### src/rtl/risc_sequencer.sv
// -----------------------------------------------------------------------------
// risc_sequencer
//   Eight-phase control sequencer for the 8-bit accumulator CPU. Every
//   instruction takes exactly eight clock cycles: the first four fetch the
//   instruction, and the last four address, fetch and execute the operand.
//   The opcode is latched on the edge leaving phase 3. The ALU zero flag is
//   latched on the edge leaving phase 5. All strobes are Moore outputs of the
//   internal registers. HLT stops the sequencer at phase 4 until reset.
//
//   Optional build macro: RISC_SEQ_STEP_EN adds single-step debug through the
//   step_mode and step inputs. The default build has no step ports and
//   free-running behaviour.
//
// Ports
//   clk        in   system clock, rising edge
//   rst        in   synchronous active-high reset
//   step_mode  in   (RISC_SEQ_STEP_EN only) hold in phase 0 until step
//   step       in   (RISC_SEQ_STEP_EN only) single-cycle release pulse
//   opcode     in   instruction-register opcode field
//   zero       in   ALU is_zero flag
//   sel        out  address mux: 1 = PC, 0 = IR operand address
//   rd         out  memory read enable
//   ld_ir      out  instruction register load
//   inc_pc     out  program counter increment
//   ld_pc      out  program counter load from IR operand
//   ld_ac      out  accumulator load from ALU result
//   wr         out  memory write strobe
//   data_e     out  accumulator drives data bus
//   halt       out  CPU halted (sticky until reset)
//   phase      out  current phase index
// -----------------------------------------------------------------------------
module risc_sequencer #(
  parameter int NUM_PHASES = 8,
  parameter int OP_WIDTH   = 3
) (
  input  logic                clk,
  input  logic                rst,
`ifdef RISC_SEQ_STEP_EN
  input  logic                step_mode,
  input  logic                step,
`endif
  input  logic [OP_WIDTH-1:0] opcode,
  input  logic                zero,
  output logic                sel,
  output logic                rd,
  output logic                ld_ir,
  output logic                inc_pc,
  output logic                ld_pc,
  output logic                ld_ac,
  output logic                wr,
  output logic                data_e,
  output logic                halt,
  output logic [2:0]          phase
);

  // The phase counter and its strobe table are built for exactly eight
  // phases. The opcode decode is tied to the three-bit ALU opcode.
  if (NUM_PHASES != 8) begin : g_bad_num_phases
    $error("risc_sequencer: NUM_PHASES must be 8");
  end
  if (OP_WIDTH != 3) begin : g_bad_op_width
    $error("risc_sequencer: OP_WIDTH must be 3");
  end

  typedef enum logic [2:0] {
    PH_INST_ADDR  = 3'd0,
    PH_INST_FETCH = 3'd1,
    PH_INST_LOAD  = 3'd2,
    PH_IDLE       = 3'd3,
    PH_OP_ADDR    = 3'd4,
    PH_OP_FETCH   = 3'd5,
    PH_ALU_OP     = 3'd6,
    PH_STORE      = 3'd7
  } phase_t;

  localparam logic [OP_WIDTH-1:0] OP_HLT = OP_WIDTH'(0);
  localparam logic [OP_WIDTH-1:0] OP_SKZ = OP_WIDTH'(1);
  localparam logic [OP_WIDTH-1:0] OP_ADD = OP_WIDTH'(2);
  localparam logic [OP_WIDTH-1:0] OP_AND = OP_WIDTH'(3);
  localparam logic [OP_WIDTH-1:0] OP_XOR = OP_WIDTH'(4);
  localparam logic [OP_WIDTH-1:0] OP_LDA = OP_WIDTH'(5);
  localparam logic [OP_WIDTH-1:0] OP_STO = OP_WIDTH'(6);
  localparam logic [OP_WIDTH-1:0] OP_JMP = OP_WIDTH'(7);

  phase_t              r_phase;
  logic [OP_WIDTH-1:0] r_op;
  logic                r_zero;
  logic                r_halted;

  logic w_aluop;
  logic w_hold;

  // Instructions that read an operand and load the accumulator.
  assign w_aluop = (r_op == OP_ADD) || (r_op == OP_AND) ||
                   (r_op == OP_XOR) || (r_op == OP_LDA);

  // Phase 0 is held while step mode waits for a step pulse. No step is
  // remembered outside phase 0, so nothing pending survives reset.
`ifdef RISC_SEQ_STEP_EN
  assign w_hold = step_mode && !step;
`else
  assign w_hold = 1'b0;
`endif

  always_ff @(posedge clk) begin
    if (rst) begin
      r_phase  <= PH_INST_ADDR;
      r_op     <= OP_HLT;
      r_zero   <= 1'b0;
      r_halted <= 1'b0;
    end else if (!r_halted) begin
      if (r_phase == PH_IDLE)     r_op   <= opcode;
      if (r_phase == PH_OP_FETCH) r_zero <= zero;

      if (r_phase == PH_OP_ADDR && r_op == OP_HLT) begin
        // The phase freezes at 4; only reset leaves this state.
        r_halted <= 1'b1;
      end else if (!(r_phase == PH_INST_ADDR && w_hold)) begin
        r_phase <= phase_t'(r_phase + 3'd1);
      end
    end
  end

  // The strobes decode only registered state, so a glitch on opcode or zero
  // cannot reach the datapath. wr is decoded only in phase 7, so a reset
  // earlier in the instruction never leaves a partial write.
  always_comb begin
    sel    = 1'b0;
    rd     = 1'b0;
    ld_ir  = 1'b0;
    inc_pc = 1'b0;
    ld_pc  = 1'b0;
    ld_ac  = 1'b0;
    wr     = 1'b0;
    data_e = 1'b0;
    halt   = 1'b0;
    if (r_halted) begin
      halt = 1'b1;
    end else begin
      case (r_phase)
        PH_INST_ADDR: begin
          sel = 1'b1;
        end
        PH_INST_FETCH: begin
          sel = 1'b1;
          rd  = 1'b1;
        end
        PH_INST_LOAD, PH_IDLE: begin
          sel   = 1'b1;
          rd    = 1'b1;
          ld_ir = 1'b1;
        end
        PH_OP_ADDR: begin
          // HLT still bumps the PC so that it points past the HLT.
          inc_pc = 1'b1;
          halt   = (r_op == OP_HLT);
        end
        PH_OP_FETCH: begin
          rd = w_aluop;
        end
        PH_ALU_OP: begin
          rd     = w_aluop;
          inc_pc = (r_op == OP_SKZ) && r_zero;
          ld_pc  = (r_op == OP_JMP);
          data_e = (r_op == OP_STO);
        end
        PH_STORE: begin
          rd     = w_aluop;
          ld_ac  = w_aluop;
          inc_pc = (r_op == OP_JMP);
          ld_pc  = (r_op == OP_JMP);
          wr     = (r_op == OP_STO);
          data_e = (r_op == OP_STO);
        end
      endcase
    end
  end

  assign phase = r_phase;

endmodule
### config.mk
export PLATFORM = sky130hd
export DESIGN_NAME = risc_sequencer
export DESIGN_NICKNAME = d
export VERILOG_FILES = /design/src/rtl/risc_sequencer.sv
export SDC_FILE = /design/constraint.sdc
export NUM_CORES = 1
export LEC_CHECK = 0
export BUFFER_PORTS_ARGS = -buffer_cell sky130_fd_sc_hd__buf_4
export CORE_AREA = 2 2 39 41
export CTS_BUF_LIST = sky130_fd_sc_hd__clkbuf_16
export DETAILED_ROUTE_END_ITERATION = 16
export DIE_AREA = 0 0 41 43
export PLACE_DENSITY_LB_ADDON = 0.12
export SYNTH_ARGS = -nofsm -noshare
export SYNTH_HDL_FRONTEND = slang
export SYNTH_SLANG_ARGS = --single-unit
### constraint.sdc
create_clock -name clk -period 1.6 [get_ports clk]
set_input_delay 0.16 -clock clk [delete_from_list [all_inputs] [get_ports clk]]
set_output_delay 0.16 -clock clk [all_outputs]
set_load 0.05 [all_outputs]
; ---- Word-level counts from Yosys, hierarchy flattened
; Cells that the tools add are included.
[word_totals]
register_bits = 8
inputBits = 6
[op_classes]
addsub = 1
n_eq_ne = 14
muxes = 20
bitwise = 2
n_reduce_logical = 15
[op_table]
columns = op, n
row1 = "3-bit == test, second input constant", 8
row2 = 1-bit two-way mux, 18
row3 = "3-bit by 2-bit == test with 1-bit output, second input constant", 4
row4 = "3-bit by 1-bit == test with 1-bit output, second input constant", 2
row5 = 3-bit logical NOT, 2
row6 = 2-bit AND reduction, 3
row7 = 3-bit OR reduction, 2
row8 = 2-bit OR reduction, 2
row9 = 4-bit OR reduction, 1
row10 = "3-bit by 1-bit adder with 3-bit output, second input constant", 1
row11 = 1-bit logical OR, 3
row12 = 1-bit case mux with 3 select lines, 1
row13 = 1-bit logical AND, 2
row14 = 1-bit NOT, 2
row15 = 1-bit case mux with 2 select lines, 1

; ---- Depth between registers and ports, before layout
; Gate-level depths: netlist (run 1).
[logic_depth]
ltp_word = 6
depth_mapped = 5
mapped_depth_nobuf = 5

; ---- Worst setup path before layout (run 1)
; Ideal clock, no wire load.
[synth_timing]
kind = reg-to-output
startpoint = register r_phase[1], in the netlist phase[1]
endpoint = output port wr
t_arrival_ns = 2.822
required_ns = 1.440
setup_slack_ns = -1.382
path_stages_with_launch = 4
path_buffers = 0
path_cell_list = dfxtp_1 ha_1 ha_1 nor4b_1
[synth_between]
elab_chain_cells = 3
[synth_rtl]
columns = item, line
row1 = start: declaration, 85  ; phase_t r_phase;
row2 = start signal: assignment, 119  ; r_phase <= phase_t'(r_phase + 3'd1);
row3 = 3-bit == test, 140  ; case (r_phase)
row4 = 1-bit two-way mux, 140
row5 = 1-bit two-way mux, 137  ; if (r_halted) begin
row6 = end: declaration, 50  ; output logic wr,
; No other way between the ends.

; ---- Worst setup path after layout (run 1)
[layout_timing]
startpoint = register r_phase[1], in the netlist phase[1]
endpoint = output port inc_pc
[layout_between]
elab_chain_cells = 3
word_cells_on_any_way = 5
classes_between = eq/ne (3) / mux (2)
[layout_rtl]
columns = item, line
row1 = 3-bit == test, 140
row2 = 1-bit case mux with 3 select lines (*), 140
row3 = 1-bit two-way mux (*), 137
row4 = end: declaration, 47  ; output logic inc_pc,
; Mark *: on every way between the ends. The rest lies on a longest branch, timed or not.

==> flow_summary.yaml, run 1 <==
run_status:
  outcome: "finished, violations left"
  violations: "negative setup slack"
setup_path:
  max_stage_delay_ns: 0.36
  crit_family: "compound AO/OA/AOI/OAI gates"
  path_class: "flop to output port"
  crit_fanout: 4
  path_buf_inv: 2
  path_cells: "buf_6 -> ha_4 -> ha_4 -> a31oi_4 -> a2111oi_4 -> buf_6"
  startpoint_type: "flop"
  slowest_stage: "dfxtp_4"
  arrival_ns: 1.63
  critPathRequiredTime_ns: 1.44
  worstSetupEndpointType: "output port"
logic_synthesis:
  synth_common_cells: "8 x dfxtp_1, 6 x ha_1, 6 x nor2_1, 5 x inv_1"
  synth_edf_count: 0
  ys.flop_type: "dfxtp_1"
  ys_seq_area_share_pct: 27.6
  syn_area_per_cell_um2: 8.93
  synth.largest_area_cell: "dfxtp_1"
  ys_warn_count: 0
  yosysMostFrequentCell: "dfxtp_1"
  ys_types: 29
  post_synth_main_area_contributors: "dfxtp_1 28%, ha_1 13%, mux2i_1 6.9%"
  synthArstFlopShare_pct: 0
  syn_nets: 77
  ys_ff_latch: 8
  synth_top_area_share_pct: 27.6
  synthCells: 65
  netlist_area_um2: 581
floorplan:
  die_w_um: 41
  rows: 14
  die-area_um2: 1760
  start_util_pct: 42.0
  core_area_um2: 1380
  ios: 18
  die_h_um: 43
worst_hold_path:
  worst_hold_path_type: "input pin to flop"
sta:
  relSlewSlack_pct: 75.1
  tightest_slew_ns: 0.371
  finalCritPeriodShare_pct: 112
  skew_ns: 0.00329
  rsz0062_at_grt: "yes"
  drv_slew: 0
  hold_viol_final: 0
  holdWs_ns: 0.171
  setup_viol: 4
  fmax_ghz: 0.559
  layout_min_cycle_time_ns: 1.79
  setup_slack_ns: -0.188
pwr:
  vdd_ir_drop_max_mv: 1.46
  powerDensity_nw_per_um2: 2350
  p_leak_uw: 0.000468
final_layout:
  area_growth_pct: 112
  utilization_pct: 89.0
  fin_nets: 117
  drive_gt1_share_pct: 71.2
  num_antenna_cells: 0
  final_cells: 120
clock_network:
  clk-insertion-delay-late_ns: 0.23
  clk_pin_slew_ns: 0.04
  cts_root_buffer: "clkbuf_16"
  cts_buffers: 3
  htreeDepth: 1
  clk_path_buf_depth: 2
  clock-sinks: 8
  cts_tree: "built"
route:
  firstDrtPassIters: 4
  vias: 674
  drtIter0Drc: 14
  routed_via_density: 5.62
  wl_met3_um: 57
  avgRoutedWirePerCell_um: 16.9
  post-route-drc-count: 0
  wl_met1_um: 818
  wl_met2_mm: 1.13
  top_layer_used: "met4"
  ant_nets: 0
  totalWireLength_mm: 2.03
global_route:
  grt_pass1_vias: 682
  grt_remaining_overflow: 0
  grt.total_usage_pct: 26.2
  antenna_found_initial: 0
  grt_start_max_net_pins: 15
  grt_pass1_wl_mm: 3.08
placement:
  dp.cells: 112
  numPortBuffers: 17
  gp_congestion: 0.681
  pre_cts_slack_ns: -0.000776
  dp_hpwl_mm: 1.31
run:
  drv_cap: 0
==> worst min-delay path, stage by stage <==
cell and delay [ns]:
buf_4 0.08, mux2i_1 0.05, nor2_1 0.08
==> timing repair <==
action | in CTS | in global routing
buffers inserted | 1 | 3
hold buffers | 0 | 0
pin swaps | 8 | 6
setup endpoints to repair | 9 | 8
resized for setup | 15 | 6
==> cell families (layout without fill, tap and decap cells) <==
family / Yosys count / count (layout) / share of synthesized area [%]
buffers and inverters: 7 / 46 / 4.53
xor gates and xnor gates: 1 / 1 / 1.51
DFF: 8 / 8 / 27.6
and+or+nand+nor: 28 / 28 / 30.8
adders and majority gates: 6 / 6 / 12.9
muxes: 4 / 4 / 6.90
AOI/OAI and AO/OA: 11 / 11 / 15.7
==> routing by layer <==
layer | GRT usage [%] | vias to the layer above
met5 | 0 | -
li1 | - | 319
met2 | 43.8 | 15
met1 | 30.1 | 336
met4 | 13.3 | 0
met3 | 4.19 | 4
==> final cells by class <==
type,count,area (um^2)
multi-input combinational,50,621
timing repair buffer,37,315
sequential,8,174
fill,64,153
clock buffer,3,75.1
inverter,5,22.5
tap,16,20.0
clock inverter,1,3.75
==> through the flow <==
step | cell area, um^2 | setup TNS, ns | power (uW)
final | 1230 | -0.514 | 2890
after global placement | 1040 | 0 | 2130
after CTS | 1180 | -0.556 | 2780
after floorplan | 785 | -0.410 | 1600
after global routing | 1230 | -1.08 | 3040
after detailed placement | 1040 | -0.000776 | 2160
==> registers in the layout (all words and copies together) (netlist names) <==
register	cells
r_op	3
r_halted	1
phase	3
r_zero	1
==> cell usage in the layout (no fill, tap or decap), types with 2 or more instances in the layout <==
cell       netlist  layout
clkbuf_16        0       3
nor3b_2          1       2
buf_6            0      10
nor4_4           0       3
or4_1            2       2
dfxtp_4          0       3
dfxtp_2          0       2
nand4b_1         3       3
nor2_1           6       5
ha_4             0       6
nand2_1          4       3
mux2i_1          4       4
dfxtp_1          8       3
buf_4            0      27
nand3b_1         2       2
inv_2            0       4
==> path summary, 6_finish.rpt <==
kind                                 to  startpoint  cells past startpoint  slack (ns)
worst max-delay path             inc_pc    phase[1]                      6       -0.19
worst max register to register  r_op[2]    phase[0]                      8        0.01
worst min register to register   r_zero      r_zero                      2        0.53
worst min-delay path             r_zero        zero                      3        0.17
==> report_power, final <==
group	internal [uW]	switching [uW]
sequential	284	104
clock	325	96.7
combinational	955	1130
No activity file was read; power rests on OpenSTA's default activity.
==> run 2, diff against run 1 <==
==> constraint.sdc (replaced) <==
create_clock -name clk -period 1.6 [get_ports clk]
set_input_delay 0.08 -clock clk [delete_from_list [all_inputs] [get_ports clk]]
set_output_delay 0.08 -clock clk [all_outputs]
set_load 0.05 [all_outputs]
==> run 2 against run 1 <==
  * The flow still finishes with violations (negative setup slack)
  * Worst hold slack worse by 0.087 ns
  * Die area is the same
  * Via count fell by 10%
  * Clock power decreased by 0.9%
==> flow_summary.yaml, run 2 (synthesized netlist as in run 1, its figures left out) <==
setup_path:
  rr_startpoint: "phase[0]"
  r2r_slack_ns: 0.11
  max_stage_delay_ns: 0.37
  path_class: "flop to output port"
  cpMostUsedCell: "ha_4"
  crit_start: "phase[0]"
  path_depth: 5
  crit_fanout: 4
  timing.rr.end: "phase[0]"
  arrival_ns: 1.59
  crit_family: "compound AO/OA/AOI/OAI gates"
  path_cells: "ha_4 -> ha_4 -> a31oi_4 -> a2111oi_4 -> buf_6"
  cp-endpoint: "inc_pc"
  slowest_stage: "dfxtp_4"
  worstSetupEndpointType: "output port"
  worstRegToRegCells: 6
  path_buf_inv: 1
  startpoint_type: "flop"
  critPathRequiredTime_ns: 1.52
clock_network:
  hold_buffers: 0
  clk_pin_slew_ns: 0.04
  clk_path_buf_depth: 2
  cts_buffers: 3
  cts_root_buffer: "clkbuf_16"
  htreeDepth: 1
  clock-sinks: 8
  cts_tree: "built"
  clk-insertion-delay-late_ns: 0.23
placement:
  gp_congestion: 0.727
  dp_hpwl_mm: 1.13
  numPortBuffers: 17
  place_area_um2: 917
global_route:
  grt_pass1_wl_mm: 2.45
  grt_pass1_vias: 585
  antenna_found_initial: 0
  grt.total_usage_pct: 20.5
  grt_remaining_overflow: 0
  grt_start_max_net_pins: 15
sta:
  setup_slack_ns: -0.0684
  relSlewSlack_pct: 73.4
  tightest_slew_ns: 0.398
  hold_viol_final: 0
  skew_ns: 0.00197
  layout_min_cycle_time_ns: 1.67
  drv_slew: 0
  setup_viol: 3
  fmax_ghz: 0.599
  rsz0062_at_grt: "yes"
  finalCritPeriodShare_pct: 104
route:
  avgRoutedWirePerCell_um: 13.3
  ant_nets: 0
  routed_via_density: 5.35
  vias: 604
  post-route-drc-count: 0
  firstDrtPassIters: 5
  drtIter0Drc: 15
  totalWireLength_mm: 1.50
floorplan:
  ios: 18
  die-area_um2: 1760
  die_h_um: 43
  core_area_um2: 1380
  rows: 14
  die_w_um: 41
  start_util_pct: 42.0
pwr:
  vdd_ir_drop_max_mv: 1.53
  powerDensity_nw_per_um2: 2290
  p_leak_uw: 0.000417
final_layout:
  fin_nets: 110
  num_antenna_cells: 0
  utilization_pct: 79.7
  mostFrequentLayoutCell: "buf_4"
  area_growth_pct: 90.1
  final_area_um2: 1100
  drive_gt1_share_pct: 60.8
  final_cell_mix: "26 x buf_4, 5 x nor2_1, 5 x ha_4"
run_status:
  outcome: "finished, violations left"
  violations: "negative setup slack"
worst_hold_path:
  worst_hold_path_type: "input pin to flop"
run:
  drv_cap: 0
run 2: metal layers:
| metal | GRT usage (%) | vias up | part of all wire (%) |
|---|---|---|---|
| met2 | 32.2 | 14 | 51 |
| met4 | 8.00 | 0 | 1.0 |
| met3 | 4.71 | 2 | 3.5 |
| met1 | 26.0 | 277 | 44 |
| li1 | - | 311 | - |
| met5 | 0 | - | 0 |
run 2: what timing repair did:
item                                    CTS  global route
buffers inserted                          7             0
pin swaps                                 5             0
gates resized for setup                  13             2
endpoints found under the setup margin    4             4
run 2: power by group:
part | switching (uW) | internal [uW] | total [uW]
Clock | 93.3 | 325 | 418
Combinational | 974 | 741 | 1720
Sequential | 107 | 283 | 390
run 2: through the flow:
step / std cells / hold slack (ns) / power [uW] / setup TNS [ns] / worst slack (ns)
floorplan: 65 / 0.224 / 1450 / -0.119 / -0.0917
global placement: 102 / 0.314 / 1830 / 0 / 0.0619
detailed placement: 102 / 0.320 / 1850 / 0 / 0.0269
CTS: 113 / 0.0847 / 2530 / -0.199 / -0.0779
global route: 113 / 0.100 / 2680 / -0.349 / -0.119
finish: 113 / 0.0837 / 2520 / -0.194 / -0.0684
run 2: area by class of cell:
class / instances / area [um^2]
multi-input cells: 50 / 573
fillers: 93 / 280
flip-flops and latches: 8 / 173
well taps: 16 / 20.0
clock buffers: 3 / 75.1
clock inverters: 1 / 3.75
repair buffers: 30 / 240
inverters: 5 / 18.8
run 2: how the worst min path moves through the flow:
stage                     startpoint  endpoint  slack (ns)  cells past startpoint
final                           zero    r_zero        0.08                      3
after global routing            zero    r_zero        0.10                      3
after CTS                       zero    r_zero        0.08                      3
after detailed placement        zero    r_zero        0.32                      3
after global placement          zero    r_zero        0.31                      3
after floorplan                 zero    r_zero        0.22                      2
run 2: tightest hold or removal path: stages:
cell and delay [ns]:
buf_4 0.08, mux2i_1 0.05, nor2_1 0.07
==> run 3, diff against run 2 <==
==> constraint.sdc (replaced) <==
create_clock -name clk -period 1.6 [get_ports clk]
set_input_delay 0.08 -clock clk [delete_from_list [all_inputs] [get_ports clk]]
set_output_delay 0.08 -clock clk [all_outputs]
set_load 0.02 [all_outputs]
==> run 3 against run 2 <==
  * The run still ends with negative setup slack left
  * Cell count decreased by 1.8%
  * Maximum frequency decreased by 0.14%
  * Sequential power rose by 5%
  * Non-clock buffer count shrank 1
  * Critical endpoint unchanged
  * Largest power group unchanged
==> flow_summary.yaml, run 3 (synthesized netlist as in run 1, its figures left out) <==
run_status:
  outcome: "finished, violations left"
  violations: "negative setup slack"
setup_path:
  worstRegToRegCells: 5
  path_cells: "buf_12 -> ha_4 -> nand4b_1 -> a2111oi_4 -> buf_4"
  arrival_ns: 1.59
  critPathRequiredTime_ns: 1.52
  slowest_stage: "dfxtp_4"
  r2r_slack_ns: 0.23
  path_class: "flop to output port"
  startpoint_type: "flop"
  worstSetupEndpointType: "output port"
  timing.rr.end: "phase[0]"
  crit_fanout: 4
  rr_startpoint: "phase[1]"
  max_stage_delay_ns: 0.38
  path_buf_inv: 2
  crit_family: "flip-flops"
route:
  avgRoutedWirePerCell_um: 16.2
  post-route-drc-count: 0
  firstDrtPassIters: 4
  routed_via_density: 5.72
  ant_nets: 0
  vias: 635
  totalWireLength_mm: 1.80
  drtIter0Drc: 21
sta:
  holdWs_ns: 0.0826
  setup_tns_ns: -0.177
  layout_min_cycle_time_ns: 1.67
  drv_slew: 0
  skew_ns: 0.00137
  finalCritPeriodShare_pct: 104
  setup_slack_ns: -0.0708
  relSlewSlack_pct: 69.9
  rsz0062_at_grt: "yes"
  tightest_slew_ns: 0.451
  hold_viol_final: 0
  setup_viol: 4
  fmax_ghz: 0.599
worst_hold_path:
  worst_hold_path_type: "input pin to flop"
  min_from: "zero"
  min_to: "r_zero"
  hold_path_depth: 3
floorplan:
  ios: 18
  rows: 14
  die-area_um2: 1760
  die_h_um: 43
  die_w_um: 41
  start_util_pct: 42.0
  core_area_um2: 1380
pwr:
  powerDensity_nw_per_um2: 2150
  vdd_ir_drop_max_mv: 1.26
  p_leak_uw: 0.000407
placement:
  place_area_um2: 792
  dp_hpwl_mm: 1.01
  dp.cells: 102
  numPortBuffers: 17
  gp_congestion: 0.713
global_route:
  antenna_found_initial: 0
  grt_start_max_net_pins: 15
  grt.total_usage_pct: 21.9
  grt_pass1_vias: 617
  grt_remaining_overflow: 0
  grt_pass1_wl_mm: 2.62
run:
  drv_cap: 0
final_layout:
  utilization_pct: 74.7
  fin_nets: 109
  fill_cells: 103
  final_cells: 111
  num_antenna_cells: 0
  area_growth_pct: 78.0
  final_cell_mix: "27 x buf_4, 6 x nor2_1, 5 x ha_4, 5 x dfxtp_1"
  final_area_um2: 1030
  mostFrequentLayoutCell: "buf_4"
  drive_gt1_share_pct: 55.8
clock_network:
  clk_pin_slew_ns: 0.04
  clk-insertion-delay-late_ns: 0.23
  htreeDepth: 1
  clock-sinks: 8
  cts_buffers: 3
  cts_tree: "built"
  clk_path_buf_depth: 2
  cts_root_buffer: "clkbuf_16"
[run 3: per-stage QoR]
step | power [uW] | setup slack [ns]
floorplan | 1000 | -0.0223
global placement | 1370 | 0.0763
detailed placement | 1380 | 0.0616
CTS | 2080 | -0.0429
global route | 2350 | -0.106
finish | 2220 | -0.0708
[run 3: worst max path at each step]
stage,start,endpoint,slack [ns],cells after the start
3_3_place_gp,phase[0],sel,0.08,6
3_5_place_dp,phase[1],sel,0.06,6
4_1_cts,phase[1],inc_pc,-0.04,5
5_1_grt,phase[1],sel,-0.11,6
2_1_floorplan,phase[0],inc_pc,-0.02,4
6_report,phase[1],inc_pc,-0.07,5
[run 3: metal layers]
metal	track usage (%)	share of wire, %	up-vias	routed length [um]
met3	3.14	3.1	0	55
met4	8.00	0	0	0
met5	0	0	-	0
met2	36.9	53	15	957
li1	-	-	309	-
met1	26.3	44	311	782
[run 3: where the power goes]
| part | leakage, uW | internal, uW | switching, uW | total, uW |
|---|---|---|---|---|
| registers | 0.0000672 | 283 | 125 | 408 |
| clock network | 0.0000370 | 322 | 92.3 | 414 |
| logic | 0.000302 | 713 | 685 | 1400 |
| total | 0.000407 | 1320 | 903 | 2220 |
[run 3: cell type report]
type,count,area (um^2),area share (%)
multi-input combinational,50,514,49.8
timing repair buffer,29,234,22.6
sequential,8,171,16.6
clock buffer,3,75.1,7.26
tap,16,20.0,1.94
inverter,5,18.8,1.82
[run 3: timing repair]
item | 4_1_cts | 5_1_grt
resized for setup | 19 | 6
cloned | 0 | 0
pin swaps | 5 | 3
hold buffers | 0 | 0
setup endpoints to repair | 4 | 4
buffers inserted | 6 | 0
[run 3: tightest hold or removal path, delay by kind of cell]
family / cells / cell delay [ns]
multiplexers: 1 / 0.05
buffers and inverters: 1 / 0.08
AND/OR/NAND/NOR: 1 / 0.07
